[src/rtl/mem_arb_pkg.sv]
// -----------------------------------------------------------------------------
// mem_arb_pkg
// Shared types and constants for the two-port memory arbiter:
//   state_t        - arbiter FSM states
//   port_id_t      - identifies the fetch port or the data port
//   RD_LAT_DEFAULT - default memory read latency in cycles
// -----------------------------------------------------------------------------
package mem_arb_pkg;

    typedef enum logic [1:0] {
        ST_IDLE  = 2'd0,
        ST_READ  = 2'd1,
        ST_WRITE = 2'd2,
        ST_RESP  = 2'd3
    } state_t;

    // Encoding matches the IorD output: 0 = fetch, 1 = data.
    typedef enum logic {
        PORT_IF = 1'b0,
        PORT_D  = 1'b1
    } port_id_t;

    localparam int RD_LAT_DEFAULT = 2;

endpackage

[src/rtl/rr_arb2.sv]
// -----------------------------------------------------------------------------
// rr_arb2
// Two-way round-robin pick between the fetch and data requesters.
// Ports:
//   req_if     in  fetch port request
//   req_d      in  data port request
//   last_grant in  port granted most recently
//   winner     out port to grant (only meaningful when a request is present)
// -----------------------------------------------------------------------------
module rr_arb2
    import mem_arb_pkg::*;
(
    input  logic     req_if,
    input  logic     req_d,
    input  port_id_t last_grant,
    output port_id_t winner
);

    // A lone requester wins outright; a tie goes to the port not granted last.
    always_comb begin
        winner = PORT_IF;
        if (req_if && req_d) begin
            winner = (last_grant == PORT_IF) ? PORT_D : PORT_IF;
        end else if (req_d) begin
            winner = PORT_D;
        end else begin
            winner = PORT_IF;
        end
    end

endmodule

[src/rtl/mem_arbiter.sv]
// -----------------------------------------------------------------------------
// mem_arbiter
// Arbitrates a single-port memory between an instruction-fetch port (read
// only) and a data port (load/store). One transaction at a time:
// IDLE -> READ (RD_LAT cycles) or WRITE (1 cycle) -> RESP (Ack pulse) -> IDLE.
// Ports:
//   Clk, Reset                 clock, synchronous active-high reset
//   IF_Req/IF_Addr             fetch request and address
//   IF_Ack/IF_RData            fetch completion pulse and fetched word
//   D_Req/D_Write/D_Addr/D_WData  data request, store flag, address, data
//   D_Ack/D_RData              data completion pulse and loaded word
//   Mem_Addr/Mem_WData/Mem_Write  memory address, write data, write strobe
//   Mem_RData                  memory read data
//   IorD                       0 = fetch owns memory, 1 = data owns memory
//   Busy                       high whenever the FSM is not in IDLE
// -----------------------------------------------------------------------------
module mem_arbiter
    import mem_arb_pkg::*;
#(
    parameter int ADDR_W = 32,
    parameter int DATA_W = 32,
    parameter int RD_LAT = RD_LAT_DEFAULT
)(
    input  logic              Clk,
    input  logic              Reset,
    input  logic              IF_Req,
    input  logic [ADDR_W-1:0] IF_Addr,
    output logic              IF_Ack,
    output logic [DATA_W-1:0] IF_RData,
    input  logic              D_Req,
    input  logic              D_Write,
    input  logic [ADDR_W-1:0] D_Addr,
    input  logic [DATA_W-1:0] D_WData,
    output logic              D_Ack,
    output logic [DATA_W-1:0] D_RData,
    output logic [ADDR_W-1:0] Mem_Addr,
    output logic [DATA_W-1:0] Mem_WData,
    output logic              Mem_Write,
    input  logic [DATA_W-1:0] Mem_RData,
    output logic              IorD,
    output logic              Busy
);

    // Wait-counter value on the final READ cycle (RD_LAT is 1..7).
    localparam logic [2:0] LAST_WAIT = 3'(RD_LAT - 1);

    state_t            state_r;
    logic [2:0]        wait_cnt_r;
    port_id_t          last_grant_r;
    logic              if_ack_r;
    logic              d_ack_r;
    logic [DATA_W-1:0] if_rdata_r;
    logic [DATA_W-1:0] d_rdata_r;
    logic [ADDR_W-1:0] mem_addr_r;
    logic [DATA_W-1:0] mem_wdata_r;
    logic              mem_write_r;
    logic              iord_r;
    logic              busy_r;

    port_id_t          winner_s;
    logic              any_req_s;
    logic              grant_d_s;

    rr_arb2 u_rr_arb2 (
        .req_if     (IF_Req),
        .req_d      (D_Req),
        .last_grant (last_grant_r),
        .winner     (winner_s)
    );

    assign any_req_s = IF_Req | D_Req;
    assign grant_d_s = (winner_s == PORT_D);

    // Arbitration FSM with its wait counter and every registered output.
    always_ff @(posedge Clk) begin
        if (Reset) begin
            state_r      <= ST_IDLE;
            wait_cnt_r   <= 3'd0;
            last_grant_r <= PORT_D;   // first tie after reset goes to fetch
            if_ack_r     <= 1'b0;
            d_ack_r      <= 1'b0;
            if_rdata_r   <= {DATA_W{1'b0}};
            d_rdata_r    <= {DATA_W{1'b0}};
            mem_addr_r   <= {ADDR_W{1'b0}};
            mem_wdata_r  <= {DATA_W{1'b0}};
            mem_write_r  <= 1'b0;
            iord_r       <= 1'b0;
            busy_r       <= 1'b0;
        end else begin
            // Acks are single-cycle pulses; only the READ/WRITE exits raise them.
            if_ack_r <= 1'b0;
            d_ack_r  <= 1'b0;
            case (state_r)
                ST_IDLE: begin
                    if (any_req_s) begin
                        last_grant_r <= winner_s;
                        iord_r       <= grant_d_s;
                        mem_addr_r   <= grant_d_s ? D_Addr : IF_Addr;
                        // Fetch never writes, so its write data is forced to zero.
                        mem_wdata_r  <= grant_d_s ? D_WData : {DATA_W{1'b0}};
                        wait_cnt_r   <= 3'd0;
                        busy_r       <= 1'b1;
                        if (grant_d_s && D_Write) begin
                            state_r     <= ST_WRITE;
                            mem_write_r <= 1'b1;
                        end else begin
                            state_r     <= ST_READ;
                            mem_write_r <= 1'b0;
                        end
                    end else begin
                        state_r     <= ST_IDLE;
                        mem_write_r <= 1'b0;
                        busy_r      <= 1'b0;
                    end
                end
                ST_READ: begin
                    mem_write_r <= 1'b0;
                    if (wait_cnt_r == LAST_WAIT) begin
                        // Memory data is valid on the last READ cycle.
                        if (iord_r) begin
                            d_rdata_r <= Mem_RData;
                            d_ack_r   <= 1'b1;
                        end else begin
                            if_rdata_r <= Mem_RData;
                            if_ack_r   <= 1'b1;
                        end
                        wait_cnt_r <= 3'd0;
                        state_r    <= ST_RESP;
                    end else begin
                        wait_cnt_r <= wait_cnt_r + 3'd1;
                        state_r    <= ST_READ;
                    end
                end
                ST_WRITE: begin
                    mem_write_r <= 1'b0;
                    if (iord_r) begin
                        d_ack_r <= 1'b1;
                    end else begin
                        if_ack_r <= 1'b1;
                    end
                    state_r <= ST_RESP;
                end
                ST_RESP: begin
                    mem_write_r <= 1'b0;
                    busy_r      <= 1'b0;
                    state_r     <= ST_IDLE;
                end
                default: begin
                    mem_write_r <= 1'b0;
                    busy_r      <= 1'b0;
                    wait_cnt_r  <= 3'd0;
                    state_r     <= ST_IDLE;
                end
            endcase
        end
    end

    assign IF_Ack    = if_ack_r;
    assign IF_RData  = if_rdata_r;
    assign D_Ack     = d_ack_r;
    assign D_RData   = d_rdata_r;
    assign Mem_Addr  = mem_addr_r;
    assign Mem_WData = mem_wdata_r;
    assign Mem_Write = mem_write_r;
    assign IorD      = iord_r;
    assign Busy      = busy_r;

endmodule

[config.mk]
export PLATFORM = sky130hd
export DESIGN_NAME = mem_arbiter
export DESIGN_NICKNAME = d
export VERILOG_FILES = /design/src/rtl/mem_arb_pkg.sv /design/src/rtl/rr_arb2.sv /design/src/rtl/mem_arbiter.sv
export SDC_FILE = /design/constraint.sdc
export NUM_CORES = 1
export LEC_CHECK = 0
export BUFFER_PORTS_ARGS = -buffer_cell sky130_fd_sc_hd__buf_2
export CORE_MARGIN = 3
export CORE_UTILIZATION = 35
export DETAILED_ROUTE_END_ITERATION = 10
export PLACE_DENSITY = 0.69
export SLEW_MARGIN = 20
export SYNTH_ARGS = -nofsm -noshare
export SYNTH_HDL_FRONTEND = slang
export SYNTH_SLANG_ARGS = --single-unit
[constraint.sdc]
create_clock -name Clk -period 1.5 [get_ports Clk]
set_input_delay 0.15 -clock Clk [delete_from_list [all_inputs] [get_ports Clk]]
set_output_delay 0.15 -clock Clk [all_outputs]
set_load 0.01 [all_outputs]
# [Yosys cells after proc, flatten, opt, wreduce, memory -nomap -nowiden]
# Cells that the tools add are included.
[word_totals] inputBits=133 mem_bits_rw=0 mem_bits_ro=0 n_memories=0 register_bits=139 latch_bits=0
[op_classes] n_mux=23 n_mul=0 addsub=1 magnitude_cmp=0 n_shift=0 n_bitwise=2 n_eq_ne=5 reduce_logical=10 n_div=0
[ops] cell="$mux W32" count=2
[ops] cell="$mux W1" count=10
[ops] cell="$pmux W1 S2" count=4
[ops] cell="$pmux W2 S4" count=1
[ops] cell="$mux W2" count=3
[ops] cell="$mux W3" count=2
[ops] cell="$pmux W3 S2" count=1
[ops] cell="$reduce_and A3 Y1" count=2
[ops] cell="$eq A2 B2 Y1 const B" count=2
[ops] cell="$reduce_and A2 Y1" count=2
[ops] cell="$reduce_bool A2 Y1" count=2
[ops] cell="$add A3 B1 Y3 const B" count=1
[ops] cell="$eq A3 B1 Y1 const B" count=1
[ops] cell="$reduce_or A3 Y1" count=1
[ops] cell="$eq A2 B1 Y1 const B" count=1
[ops] cell="$logic_and A1 B1 Y1" count=2
[ops] cell="$logic_not A2 Y1" count=1
[ops] cell="$ne A2 B2 Y1 const B" count=1
[ops] cell="$not A1 Y1" count=1
[ops] cell="$or A1 B1 Y1" count=1

# [Depth between registers and ports, before layout]
# Gate-level depths: netlist of the first run.
[logic_depth] ltp_word=6 ltp_mapped=8 ltp_nobuf=5

# [Cells and area by module]
# From an unflattened synthesis of the first run, not the netlist that was laid out.
[unflattened] hier_cells=562 area_unflattened_um2=5514.0
[by_module_without_submodules] mod="mem_arbiter" seq_area_each_um2=2782.7 area_each_um2=5502.8 cells_each=561 n_inst=1
[by_module_without_submodules] mod="rr_arb2" seq_area_each_um2=0.0 area_each_um2=11.3 cells_each=1 n_inst=1

# [Worst setup path before layout of the first run]
# OpenSTA, ideal clock, no wires.
[synth_timing] path_kind="register to register" startpoint="register state_r[0]" endpoint="register wait_cnt_r[1]" setup_time_ns=0.132 setup_slack_ns=-0.005 synth_period_minus_slack_ns=1.505 arrival_time_ns=1.373 stages_incl_launch_ff=7 t_required_ns=1.368 path_cell_list="dfxtp_1 -> inv_1 -> ha_1 -> buf_4 -> or3b_2 -> a41oi_1 -> a311oi_1"
[synth_via] elab_chain_cells=3
[synth_lines] element="start: declaration" line="mem_arbiter.sv:47" source="state_t state_r;"
[synth_lines] element="start signal: assignment" line="mem_arbiter.sv:77" source="state_r <= ST_IDLE;"
[synth_lines] element="start signal: assignment" line="mem_arbiter.sv:104" source="state_r <= ST_WRITE;"
[synth_lines] element="start signal: assignment" line="mem_arbiter.sv:107" source="state_r <= ST_READ;"
[synth_lines] element="$eq A2 B1 Y1 / $logic_not A2 Y1 (equally long branches)" line="mem_arbiter.sv:93" source="case (state_r)"
[synth_lines] element="$reduce_bool A2 Y1 (no line) / $ne A2 B2 Y1 (equally long branches)"
[synth_lines] element="$reduce_and A2 Y1 (no line)"
[synth_lines] element="end signal: assignment" line="mem_arbiter.sv:130" source="wait_cnt_r <= wait_cnt_r + 3'd1;"
[synth_lines] element="end: declaration" line="mem_arbiter.sv:48" source="logic [2:0] wait_cnt_r;"
# Parallel ways exist; a longest one is shown, timed or not.
# A chain may end at the register's enable or synchronous reset.

# [Worst setup path in the final report of the first run]
[layout_timing] startpoint="register state_r[0]" endpoint="register mem_write_r (netlist: Mem_Write)"
[layout_via] elab_chain_cells=3
[layout_lines] element="$eq A2 B2 Y1 / $eq A2 B1 Y1 (equally long branches)" line="mem_arbiter.sv:93"
[layout_lines] element="$reduce_or A3 Y1 (no line)"
[layout_lines] element="$pmux W1 S2 *" line="mem_arbiter.sv:93"
[layout_lines] element="end signal: assignment" line="mem_arbiter.sv:105" source="mem_write_r <= 1'b1;"
[layout_lines] element="end signal: assignment" line="mem_arbiter.sv:108" source="mem_write_r <= 1'b0;"
[layout_lines] element="end signal: assignment" line="mem_arbiter.sv:112" source="mem_write_r <= 1'b0;"
[layout_lines] element="end: declaration" line="mem_arbiter.sv:56" source="logic mem_write_r;"
# Mark *: on every way between the ends. The rest lies on a longest branch, timed or not.

==> results of run 1 <==
## power groups by stage
stage / sequential, W / combinational, W / clock, W
2_1_floorplan: 0.00447 / 0.00121 / 0
3_3_place_gp: 0.00432 / 0.00223 / 0
3_5_place_dp: 0.00432 / 0.00226 / 0
4_1_cts: 0.00425 / 0.00256 / 0.00418
5_1_grt: 0.00430 / 0.00300 / 0.00432
6_report: 0.00426 / 0.00274 / 0.00408
## repair_timing
action	in CTS	in global routing
hold buffers	127	0
pin swaps	0	7
cloned	1	2
setup buffers	1	0
hold endpoints to repair	122	0
resized for setup	6	11
endpoints found under the setup margin	29	96
## stage by stage
step	cells	setup TNS (ns)	power [W]	utilization [%]	setup slack [ns]
after detailed placement	1016	-1.33	0.00658	46.9	-0.0787
final	1178	0	0.0111	60.4	0.0594
after floorplan	603	0	0.00568	-	0.00454
after global placement	1016	-0.0549	0.00655	46.9	-0.0549
after CTS	1176	-0.106	0.0110	59.7	-0.0144
after global routing	1178	0	0.0116	60.4	0.00160
## worst min-delay path by stage
| stage | slack, ns | startpoint | depth (start not counted) | end |
|---|---|---|---|---|
| after floorplan | 0.28 | D_WData[10] | 1 | Mem_WData[10] |
| after global placement | 0.36 | D_WData[28] | 2 | Mem_WData[28] |
| after detailed placement | 0.37 | D_WData[20] | 2 | Mem_WData[20] |
| after CTS | 0.005 | D_Addr[12] | 3 | Mem_Addr[12] |
| after global routing | 0.04 | D_Addr[12] | 3 | Mem_Addr[12] |
| final | 0.04 | D_Addr[2] | 3 | Mem_Addr[2] |
## cells by family (layout without fill, tap and decap cells)
kind of cell / count (synthesis) / after routing / share of synthesized area, %
AO/OA/AOI/OAI: 209 / 209 / 24.9
buffers and inverters: 65 / 456 / 7.00
flip-flops: 139 / 139 / 51.7
adder cells (fa/ha/maj): 4 / 4 / 0.930
AND/OR/NAND/NOR: 186 / 186 / 15.5
## critical path, cell delays in order, from the launching register on
cell,delay (ns)
dfxtp_2,0.37
inv_2,0.06
buf_4,0.13
ha_1,0.22
or4_1,0.51
nor2_1,0.09
## Yosys cell counts, types with 2 or more instances
cell type,count
dfxtp_1,139
nand2_1,69
a21oi_1,68
nand3_1,67
o21ai_0,66
nor2_1,35
a22o_1,32
a311oi_1,32
clkbuf_1,25
buf_2,17
buf_6,12
buf_4,5
ha_1,4
nand2b_1,4
inv_1,3
a21o_1,2
a31oi_1,2
clkbuf_2,2
nor4_1,2
## layer usage
metal	up-vias	track usage, %
met4	0	5.93
met3	18	7.37
li1	2925	-
met1	2828	26.7
met5	-	0
met2	292	34.6
## state kept, by name, indices dropped and copies added (netlist names), 2 cells and up
name / flops
Mem_Addr: 32
IF_RData: 32
wait_cnt_r: 3
state_r: 2
D_RData: 32
Mem_WData: 32
## cell type report
class	instances	area (um2)
Multi-Input combinational cell	399	2310
Clock inverter	14	148
Timing Repair Buffer	421	3030
Sequential cell	139	2790
Inverter	4	15.0
Fill cell	1171	5860
Tap cell	184	230
Clock buffer	17	425
==> metrics.txt, run 1 <==
Finish-stage setup viols 0; largest net degree at the start of global routing 68; most frequent cells in the layout 264 x buf_2, 137 x dfxtp_1, 127 x dlygate4sd3_1; initial core utilization 36.3%; Synth top area share 51.7%; Area growth syn-to-layout 66.2%; vias in the first global route 5798; Primary FF master, synth dfxtp_1; die height 130 um; Reg2Reg Depth 5; Synth async-reset ratio 0%; Worst Hold Class in -> reg; Relative slew margins 63.6%; Peak Freq 0.694 GHz; Least-Margin Pin Slew 0.547 ns; Final Cycle Share 96.0%; Worst R2R Start state_r[0]; IO Pins 266; worst hold slack 0.0374 ns; clk_skew 0.00938 ns; fin crit period 1.44 ns; worst skew pair latency 0.41 ns; initial drt markers 396; synthesis-stage register bit count 139; RSZ-0062 raised after global routing false; Reg-to-Reg End Mem_Write; Yosys top cell by area dfxtp_1; crit path launch type flop; Final Max Tran Viols 0; routed vias 6063; DP Wirelength 10.7 mm; critical path class reg -> reg; final instance area 0.00895 mm2; Synth cell types 36; DR WL met3 1.65 mm; EDFF count, synth 0; CTS root buf clkbuf_16; NetSw 0.00330 W; Pre-antenna DRT Iters 5; RD Place Congestion 0.790; die area 0.0169 mm2; number of buffers added on ports 265; leading cell type in the layout, fill and taps excluded buf_2; metal2 WL 8.99 mm; Critical Path Source state_r[0]; synthesized instance count 603; proportion of layout cells with a drive suffix above 1 35.1%; antenna diode count 0; placed cell areas 0.00694 mm2; Synth Cell Area 0.00538 mm2; combinational power share 24.7%; Worst R2R Setup Slack 0.06 ns; routed length per instance 15.8 um; Sink Count 139; CP Max Fanout 3; Layout Nets 1119; first-pass GRT wire length 28.8 mm; Worst Path Required 1.85 ns; worst vdd ir 0.000828 V; Max clock buf depth 2; DRC Markers 0; sequential share of the synthesized area 51.7%; DR top layer met4; Arrival @ worst endpoint 1.79 ns; Total Routing Usage GR 21.2%; final hold vios 0; status completed; Std-Cell Rows 44; CTS clk-pin slew, worst paths 0.06 ns; Routed Antenna Nets 0; Num CTS Buffers 17; vias per inst 5.15; syn avg cell area 8.93 um2; wl on met1 7.77 mm; H-Tree Depth 4; Switching Share 29.8%; Seq pwr share 38.5%; Max-cap violations 0; Setup crit end Mem_Write; synthesized net count 740; top area cells in the synthesized netlist dfxtp_1 52%, a21oi_1 6.3%, nand3_1 6.2%; CTS tree yes; internal power 0.00778 W; clock share of power 36.8%; core area 0.0148 mm2; yosys warns 0; initial antenna violation count 0; P per Cell Area 1240 mW/mm2; Congestion Overflow GR 0; Die X-Extent 130 um; crit end category flop; Total Routed Length 18.6 mm; Pleak 3.99 nW
No activity file was read; power rests on OpenSTA's default activity.
==> inputs of run 2 (changes only) <==
- BUFFER_PORTS_ARGS: -buffer_cell sky130_fd_sc_hd__buf_2 -> not set
- CORE_UTILIZATION: 35 -> 56
- DONT_BUFFER_PORTS: not set -> 1
- PLACE_DENSITY: 0.69 -> 0.77
==> run 2 against run 1 <==
  * The run now ends with hold timing, setup timing left
  * Die area shrank 36%
  * Utilization grew 13 points
  * Design area shrank 24%
  * Maximum frequency shrank 12%
  * Clock-buffer cell count is the same
  * Non-clock buffer count shrank 356
  * Clock power shrank 1%
  * Clock skew grew 0.0040 ns
  * Combinational power shrank 31%
  * Power shrank 6.0%
==> metrics.txt, run 2 (synthesis gave the netlist of run 1 again) <==
CTS root buf clkbuf_8 (was clkbuf_16); hold depth 1 (was 3); Worst R2R Start state_r[1] (was state_r[0]); crit end category flop (unchanged); Seq. cell area 0.00279 mm2 (about the same); Routed Antenna Nets 0 (unchanged); Worst Hold Class in -> reg (unchanged); NetSw 0.00325 W (was 0.00330 W); CTS tree yes (unchanged); Pleak 2.43 nW (was 3.99 nW); DRC Markers 0 (unchanged); P per Cell Area 1540 mW/mm2 (was 1240 mW/mm2); crit-path max cell delay 0.34 ns (was 0.51 ns); most frequent cells in the layout 136 x dfxtp_1, 68 x nand2_1, 63 x nand3_1 (was 264 x buf_2, 137 x dfxtp_1, 127 x dlygate4sd3_1); worst hold slack -0.277 ns (was 0.0374 ns); largest net degree at the start of global routing 109 (was 68); Num CTS Buffers 17 (unchanged); Total Routed Length 16.8 mm (was 18.6 mm); Least-Margin Pin Slew 0.468 ns (was 0.547 ns); status finished, violations left (was completed); Final TNS setup -2.05 ns (was 0 ns); critical path class reg -> reg (unchanged); H-Tree Depth 4 (unchanged); Worst Path Required 1.89 ns (was 1.85 ns); clk_skew 0.0134 ns (was 0.00938 ns); Place WS -0.448 ns (was -0.0787 ns); CP Max Fanout 16 (was 3); CP delay by family, top buffers and inverters (was simple AND/OR/NAND/NOR gates); Sink Count 139 (unchanged); CTS clk-pin slew, worst paths 0.07 ns (was 0.06 ns); Final Max Tran Viols 0 (unchanged); number of buffers added on ports 0 (was 265); Area growth syn-to-layout 26.1% (was 66.2%); Setup WS post-layout -0.143 ns (was 0.0594 ns); fin crit period 1.64 ns (was 1.44 ns); Seq pwr share 43.2% (was 38.5%); vias in the first global route 4550 (was 5798); initial antenna violation count 1 (was 0); Final Power 0.0104 W (was 0.0111 W); leading cell type in the layout, fill and taps excluded dfxtp_1 (was buf_2); final instance area 0.00679 mm2 (was 0.00895 mm2); die area 0.0108 mm2 (was 0.0169 mm2); crit path launch type flop (unchanged); Max-cap violations 0 (unchanged); hold_sp Reset (was D_Addr[2]); combinational power share 18.1% (was 24.7%); final hold vios 106 (was 0); internal power 0.00717 W (was 0.00778 W); initial core utilization 58.0% (was 36.3%); Final Cycle Share 110% (was 96.0%); first-pass GRT wire length 23.9 mm (was 28.8 mm); Layout Nets 764 (was 1119); core area 0.00928 mm2 (was 0.0148 mm2); RD Place Congestion 0.784 (was 0.790); sink of the worst hold path Mem_Addr[6] (was Mem_Addr[2]); Die X-Extent 104 um (was 130 um); Worst R2R Setup Slack -0.14 ns (was 0.06 ns); Reg-to-Reg End D_RData[8] (was Mem_Write); Switching Share 31.2% (was 29.8%); routed vias 4852 (was 6063); Total Routing Usage GR 27.2% (was 21.2%); CP cell instances inv_2 -> buf_6 -> ha_4 -> nand4bb_4 -> bufbuf_16 -> o21ai_0 -> a21oi_1 (was inv_2 -> buf_4 -> ha_1 -> or4_1 -> nor2_1); Reg2Reg Depth 7 (was 5); initial drt markers 538 (was 396); placed cell areas 0.00543 mm2 (was 0.00694 mm2); routed length per instance 21.8 um (was 15.8 um); multi-input logic area 0.00241 mm2 (was 0.00231 mm2); worst vdd ir 0.000809 V (was 0.000828 V); slowest CP cell bufbuf_16 (was or4_1); # fillers 638 (was 1171); Pre-antenna DRT Iters 5 (unchanged); vias per inst 6.30 (was 5.15); die height 104 um (was 130 um); Relative slew margins 68.8% (was 63.6%); RSZ-0062 raised after global routing true (was false); IO Pins 266 (unchanged); Arrival @ worst endpoint 2.04 ns (was 1.79 ns); Max clock buf depth 2 (unchanged); Finish-stage setup viols 56 (was 0); clock share of power 38.8% (was 36.8%); violated checks hold timing, setup timing; proportion of layout cells with a drive suffix above 1 17.0% (was 35.1%); DP Wirelength 9.12 mm (was 10.7 mm); critical path buffer and inverter count 3 (was 2); Std-Cell Rows 35 (was 44); worst skew pair latency 0.51 ns (was 0.41 ns); Peak Freq 0.608 GHz (was 0.694 GHz); Post-CTS Hold Buffers 33 (was 127); Congestion Overflow GR 0 (unchanged)
run 2: worst register-to-register path, stage by stage, from the launching register on:
cell,delay (ns)
dfxtp_2,0.33
inv_2,0.08
buf_6,0.11
ha_4,0.15
nand4bb_4,0.18
bufbuf_16,0.34
o21ai_0,0.23
a21oi_1,0.10
run 2: worst max-delay path by stage:
stage	startpoint	end	slack, ns	cells after the start
after floorplan	state_r[0]	wait_cnt_r[1]	0.005	6
after global placement	state_r[0]	Mem_WData[28]	-0.35	5
after detailed placement	state_r[0]	Mem_WData[25]	-0.45	5
after CTS	state_r[0]	Mem_WData[22]	-0.01	5
after global routing	state_r[1]	D_RData[8]	-0.20	7
final	state_r[1]	D_RData[8]	-0.14	7
run 2: layout make-up:
class                           instances  share of cell area [%]
Antenna cell                            1                  0.0369
Clock inverter                         15                    2.29
Clock buffer                           17                    6.10
Sequential cell                       139                    41.1
Timing Repair Buffer                   65                    12.4
Multi-Input combinational cell        400                    35.6
Inverter                                4                   0.221
Tap cell                              129                    2.38
run 2: per-stage QoR:
stage / instances / utilization (%) / hold WS (ns)
5_1_grt: 770 / 73.1 / -0.304
6_report: 770 / 73.1 / -0.277
4_1_cts: 762 / 70.4 / -0.302
3_3_place_gp: 691 / 58.5 / 0.231
3_5_place_dp: 691 / 58.5 / 0.232
2_1_floorplan: 603 / - / 0.283
run 2: repair_timing:
item,4_1_cts,5_1_grt
cloned,3,5
endpoints found under the hold margin,139,138
endpoints found under the setup margin,133,102
gates resized for setup,23,44
pin swaps,4,16
buffers inserted,4,2
run 2: power groups by stage:
stage | Combinational [W] | Clock, W | Sequential, W
final | 0.00188 | 0.00404 | 0.00450
after global routing | 0.00206 | 0.00423 | 0.00454
after CTS | 0.00166 | 0.00402 | 0.00449
after detailed placement | 0.00139 | 0 | 0.00456
after global placement | 0.00132 | 0 | 0.00456
after floorplan | 0.00121 | 0 | 0.00447
run 2: metal layers:
layer	global-route usage, %	vias up	routed length [um]
met3	8.81	35	1670
met5	0	-	0
met2	48.4	302	8730
met1	30.1	2293	5950
met4	10.2	0	408
li1	-	2222	-
